### src/rtl/product_accumulator.sv
// Batch accumulator: sums N products per batch and hands the sum downstream over dav_/rfd.
// Optional PRODUCT_ACCUMULATOR_MAX_EN adds a `max` output with the largest product of the batch.
module product_accumulator #(
  parameter int unsigned N      = 4,
  parameter int unsigned SUM_W  = 18,
  parameter int unsigned DROP_W = 8
) (
  input  logic              clock,
  input  logic              reset,
  input  logic [15:0]       m,
  input  logic              ok,
  output logic [SUM_W-1:0]  sum,
  output logic              dav_,
  input  logic              rfd,
  output logic              busy,
  output logic [DROP_W-1:0] drops
`ifdef PRODUCT_ACCUMULATOR_MAX_EN
  ,
  output logic [15:0]       max
`endif
);

  localparam int unsigned K_W = $clog2(N);

  localparam logic [1:0] S_ACC = 2'd0;
  localparam logic [1:0] S_OUT = 2'd1;
  localparam logic [1:0] S_REL = 2'd2;

  logic [1:0]        state_q, state_d;
  logic              ok_q, ok_d;
  logic [SUM_W-1:0]  acc_q, acc_d;
  logic [K_W-1:0]    k_q, k_d;
  logic [SUM_W-1:0]  sum_q, sum_d;
  logic              dav_q, dav_d;
  logic              busy_q, busy_d;
  logic [DROP_W-1:0] drops_q, drops_d;

  logic new_c;
  logic take_c;
  logic last_c;

  // ok_q resets high so an ok already asserted at reset release is not an edge
  assign new_c  = ok & ~ok_q;
  assign take_c = new_c && (state_q == S_ACC);
  assign last_c = take_c && (k_q == K_W'(N - 1));

  always_ff @(posedge clock or posedge reset) begin
    if (reset) begin
      state_q <= S_ACC;
      ok_q    <= 1'b1;
      acc_q   <= '0;
      k_q     <= '0;
      sum_q   <= '0;
      dav_q   <= 1'b1;
      busy_q  <= 1'b0;
      drops_q <= '0;
    end else begin
      state_q <= state_d;
      ok_q    <= ok_d;
      acc_q   <= acc_d;
      k_q     <= k_d;
      sum_q   <= sum_d;
      dav_q   <= dav_d;
      busy_q  <= busy_d;
      drops_q <= drops_d;
    end
  end

  always_comb begin
    state_d = state_q;
    ok_d    = ok;
    acc_d   = acc_q;
    k_d     = k_q;
    sum_d   = sum_q;
    dav_d   = dav_q;
    drops_d = drops_q;

    case (state_q)
      S_ACC: begin
        if (last_c) begin
          sum_d   = acc_q + SUM_W'(m);
          acc_d   = '0;
          k_d     = '0;
          dav_d   = 1'b0;
          state_d = S_OUT;
        end else if (take_c) begin
          acc_d = acc_q + SUM_W'(m);
          k_d   = k_q + K_W'(1);
        end
      end
      S_OUT: begin
        if (!rfd) begin
          dav_d   = 1'b1;
          state_d = S_REL;
        end
      end
      S_REL: begin
        if (rfd) begin
          state_d = S_ACC;
        end
      end
      default: begin
        dav_d   = 1'b1;
        state_d = S_ACC;
      end
    endcase

    // Edges seen during handover, including the turnaround cycle, are lost
    if (new_c && (state_q != S_ACC) && (drops_q != {DROP_W{1'b1}})) begin
      drops_d = drops_q + DROP_W'(1);
    end

    busy_d = (state_d != S_ACC);
  end

  assign sum   = sum_q;
  assign dav_  = dav_q;
  assign busy  = busy_q;
  assign drops = drops_q;

`ifdef PRODUCT_ACCUMULATOR_MAX_EN
  logic [15:0] run_max_q, run_max_d;
  logic [15:0] max_q, max_d;
  logic [15:0] big_c;

  assign big_c = (m > run_max_q) ? m : run_max_q;

  always_ff @(posedge clock or posedge reset) begin
    if (reset) begin
      run_max_q <= '0;
      max_q     <= '0;
    end else begin
      run_max_q <= run_max_d;
      max_q     <= max_d;
    end
  end

  // Running max restarts at every batch boundary; result latches with sum
  always_comb begin
    run_max_d = run_max_q;
    max_d     = max_q;
    if (last_c) begin
      max_d     = big_c;
      run_max_d = '0;
    end else if (take_c) begin
      run_max_d = big_c;
    end
  end

  assign max = max_q;
`endif

endmodule

### config.mk
export PLATFORM = sky130hd
export DESIGN_NAME = product_accumulator
export DESIGN_NICKNAME = d
export VERILOG_FILES = /design/src/rtl/product_accumulator.sv
export SDC_FILE = /design/constraint.sdc
export NUM_CORES = 1
export LEC_CHECK = 0
export BUFFER_PORTS_ARGS = -buffer_cell sky130_fd_sc_hd__clkbuf_2
export CAP_MARGIN = 10
export CELL_PAD_IN_SITES_DETAIL_PLACEMENT = 1
export CELL_PAD_IN_SITES_GLOBAL_PLACEMENT = 2
export CORE_MARGIN = 10
export CORE_UTILIZATION = 36
export DETAILED_ROUTE_END_ITERATION = 10
export PLACE_DENSITY = 0.85
export SYNTH_ARGS = -nofsm -noshare
export SYNTH_HDL_FRONTEND = slang
export SYNTH_SLANG_ARGS = --single-unit
### constraint.sdc
create_clock -name clock -period 2.6 [get_ports clock]
set_input_delay 0.65 -clock clock [delete_from_list [all_inputs] [get_ports clock]]
set_output_delay 0.65 -clock clock [all_outputs]
set_load 0.01 [all_outputs]
== After elaboration in Yosys (flattened, before gate mapping) ==
Index checks and enable logic that the tools add are counted.
Cells by class
  add/subtract/negate cells: 3
  reductions and logical operators: 11
  eq/ne operators: 6
  bitwise logic cells: 3
  multiplexer cells: 11
Operators with widths (count)
  $mux 18: 2
  $add 18x16->18: 1
  $mux 2: 5
  $add 8x1->8 const B: 1
  $ne 8x8->1 const B: 1
  $pmux 2 s3: 1
  $reduce_bool 2->1: 3
  $eq 2x2->1 const B: 2
  $logic_and 1x1->1: 4
  $ne 2x2->1 const B: 2
  $reduce_and 2->1: 2
  $pmux 1 s3: 1
  $reduce_and 3->1: 1
  $add 2x1->2 const B: 1
  $eq 2x1->1 const B: 1
  $logic_not 2->1: 1
  $mux 1: 2
  $not 1->1: 2
  $and 1x1->1: 1
Storage, ports and cells
  input port bits: 20
  output and inout bits: 28
  register bits after elaboration: 51

== Longest topological paths before layout ==
  depth in word-level cells: 7
  depth in mapped cells: 9

== Worst setup path before layout ==
OpenSTA, ideal clock, no wires.
  path type: in2reg
  start point: in m[0]
  end point: reg sum_q[14] (netlist: sum[14])
  setup time: 125 ps
  data arrival time: 2297 ps
  path slack: 178 ps
  stages: 9
  cells stage by stage: ha_1 inv_1 fa_1 nand2b_1 a21oi_1 nor3_1 o31ai_2 xnor2_1 mux2_2
Between the ends
  cells in the longest elaborated chain, start to end: 1
Ends and longest elaborated chain
  start: declaration: RTL line 10  | input logic [15:0] m,
  $add 18x16->18: RTL line 81  | sum_d = acc_q + SUM_W'(m);
  end signal: assignment: RTL line 62  | sum_q <= sum_d;
  end: declaration: RTL line 33  | logic [SUM_W-1:0] sum_q, sum_d;
No other way between the ends.
A chain may end at the register's enable or synchronous reset.

== Worst setup path in the final report ==
Same ends and word-level chain as after synthesis.

==> results.cfg <==
[run_status]
status = complete, no violations

[yosys]
synthDistinctLibCells = 48
synth.area.top_cells = sky130_fd_sc_hd__dfrtp_1, sky130_fd_sc_hd__ha_1, sky130_fd_sc_hd__mux2_2, sky130_fd_sc_hd__xnor2_1, sky130_fd_sc_hd__a22o_1
synth-edff-count = 0
synth_nets = 293
synth_async_sr_flop_share_pct = 100
synth-seq-cells = 51
synth_largest_area_cell = sky130_fd_sc_hd__dfrtp_1
netlist.area_leader.share_pct = 44.7
synth_seq_area_share_pct = 46.6
synth_ff_type = sky130_fd_sc_hd__dfrtp_1
summed_instance_area_of_the_synthesized_netlist_um2 = 2740
commonest_cells_post_synth = sky130_fd_sc_hd__dfrtp_1, sky130_fd_sc_hd__nand2_1, sky130_fd_sc_hd__ha_1, sky130_fd_sc_hd__a21oi_1, sky130_fd_sc_hd__xnor2_1
synthesis.yosys.warnings = 0
most_frequent_cell_after_synthesis = sky130_fd_sc_hd__dfrtp_1
syn-mean-instance-area_um2 = 10.8
synthCells = 254

[pwr]
power.switching_fraction_pct = 39.5
intPower_mw = 2.35
power_density_nw_per_um2 = 1180
ir_drop_uv = 397
power.combinational.fraction_pct = 51.3
leakage_power_summed_over_all_cells_nw = 1.64
share_seq_of_total_power_pct = 34.5
power.clock.fraction_pct = 14.2
net_switching_power_of_the_design_mw = 1.53

[timing]
rsz0062_at_grt = no
final.period_utilization_pct = 89.7
period_minus_slack_ns = 2.33
worst_pin_slew_ns = 0.439
fin_ws_ns = 0.267
totalNegativeSetupSlack_ns = 0
final-hold-violation-count = 0
fmaxAchievable_mhz = 429
final_max_slew_violation_count = 0
clock_skew_ns = 0.0111
setup_violations = 0
max_slew_margin_pct = 70.5

[cts]
clkLatencyLatePin_ns = 0.31
cts_inserted_buffers = 5
cts_sinks = 51
htree_num_levels = 2
cts_setup_buffers = 0
path_clk_slew_ns = 0.10
clock-root-buffer = sky130_fd_sc_hd__clkbuf_8
cts-resized-gates = 0
tritoncts = done
ctsLongestPathBuffers = 2
cts_hold_repair.buffers = 0

[floorplanning]
die-width_um = 107
fp.dieArea_um2 = 11500
num_io_pins = 48
core_region_um2 = 7330
initial_utilization_pct = 37.4
num_rows = 31
die_ht_um = 107

[worst_setup_path]
worst_ep_arrival_time_ns = 2.53
critPathKind = primary input to flip-flop
r2r_slack_ns = 0.31
start_kind = primary input
cp_max_fo = 3
setup.worst_path.end_class = flip-flop
critical-path-max-stage-delay_ns = 0.38
crit-reg2reg-launch = acc_q[0]
endpoint = sum[14]
crit_path_cell_trace = clkbuf_2, ha_1, inv_1, fa_1, nand2b_1, a21oi_1, nor3_1, o31ai_2, xnor2_1, mux2_2
startpoint = m[0]
regToRegEndpoint = sum[14]
reg2reg_depth = 9
crit_required_ns = 2.79
critical-path-slowest-cell = sky130_fd_sc_hd__fa_1

[worst_hold_path]
worst_hold_path_type = primary input to async pin

[drt]
drt_iter0_markers = 69
vias = 2102
postRouteAntennaNets = 0
post_drt_via_cell_ratio = 5.05
detail_route.wirelength_mm = 6.62
drt_pass_1_iters = 4
route.detailed.wl_per_inst_um = 15.9
route.detailed.drc = 0

[placed_design]
place_ws_ns = -0.0885
gp_routability_congestion = 0.836
dpl.cell_count = 408
post-dp-hpwl_mm = 5.28
placement.io_buffers = 47

[finish]
layout_cell_share_with_drive_strength_beyond_1_pct = 29.0
fin_cells = 416
flow.area_growth_from_synthesis_pct = 20.1
fillerInstances = 842
final_nets = 355
final-seq-area_um2 = 1280
area_used_by_multi_input_combinational_logic_um2 = 1410
antennaDiodeCount = 0

[job]
max-cap-violations = 0

[grt]
initial_antenna_violation_count = 0
grt_start_max_net_pins = 23
number_of_global_route_vias_before_repair = 2345
globalRouteTotalUtil_pct = 12.1
grt_first_pass_wirelength_mm = 11.4
globalRouteOverflowTotal = 0
[per-stage QoR]
stage	hold WS, ns	util, %	power [mW]	instance area, µm²
final	0.273	45.0	3.88	3300
after global routing	0.284	45.0	4.24	3300
after CTS	0.278	45.0	3.95	3300
after detailed placement	0.478	43.5	3.38	3190
after global placement	0.462	43.5	3.31	3190
after floorplan	0.450	-	2.72	2740
[power by group through the flow]
| stage | Clock [mW] | Combinational (mW) | Sequential, mW |
|---|---|---|---|
| after floorplan | 0 | 1.33 | 1.39 |
| after global placement | 0 | 1.97 | 1.34 |
| after detailed placement | 0 | 2.02 | 1.36 |
| after CTS | 0.578 | 2.03 | 1.34 |
| after global routing | 0.613 | 2.24 | 1.39 |
| final | 0.551 | 1.99 | 1.34 |
[state kept, by name (all words and copies together), names as in the netlist]
signal,flops
drops,8
k_q,2
state_q,2
sum,18
acc_q,18
busy,1
ok_q,1
dav_,1
[worst max-delay path, delay by kind of cell]
family                     cells  cell delay (ns)
adders and majority gates      2             0.54
and+or+nand+nor                2             0.33
xor gates and xnor gates       1             0.11
muxes                          1             0.27
AOI/OAI and AO/OA              2             0.50
buffers and inverters          2             0.14
[worst min-delay path by stage]
stage,slack (ns),to,startpoint
floorplan,0.45,k_q[1],k_q[1]
global placement,0.46,k_q[1],k_q[1]
detailed placement,0.48,sum[2],sum[2]
CTS,0.28,drops[0],reset
global route,0.28,drops[0],reset
finish,0.27,busy,reset
[area by class of cell]
type / instances / area share (%)
clock buffers: 7 / 2.32
clock inverters: 1 / 0.911
inverters: 7 / 0.797
multi-input cells: 189 / 42.9
flip-flops and latches: 51 / 38.8
well taps: 99 / 3.76
repair buffers: 62 / 10.6
[layout by cell type (no fill, tap or decap), drive strengths merged, types with 3 or more instances in the layout]
cell type and count:
o31ai 3, a22o 13, a21o 6, clkbuf 54, buf 15, inv 7
xor2 8, o21ai 9, nand2 26, a21oi 16, mux2 15, nand2b 5
nor3 3, nor2 12, xnor2 16, and2 3, nand3 7, dfrtp 49
o211ai 3, ha 18
[layer usage]
layer	track usage, %	wire [µm]	up-vias
li1	-	-	1033
met1	15.1	3110	1034
met2	20.2	3240	28
met3	2.51	182	7
met4	3.97	89	0
met5	0	0	-
[cells by family after synthesis]
group / synth area share [%]
and+or+nand+nor: 11.5
xor gates and xnor gates: 7.66
buffers and inverters: 1.91
AOI/OAI and AO/OA: 17.2
DFF: 46.6
adders and majority gates: 8.94
muxes: 6.16
Power figures use the tool's default switching activity.
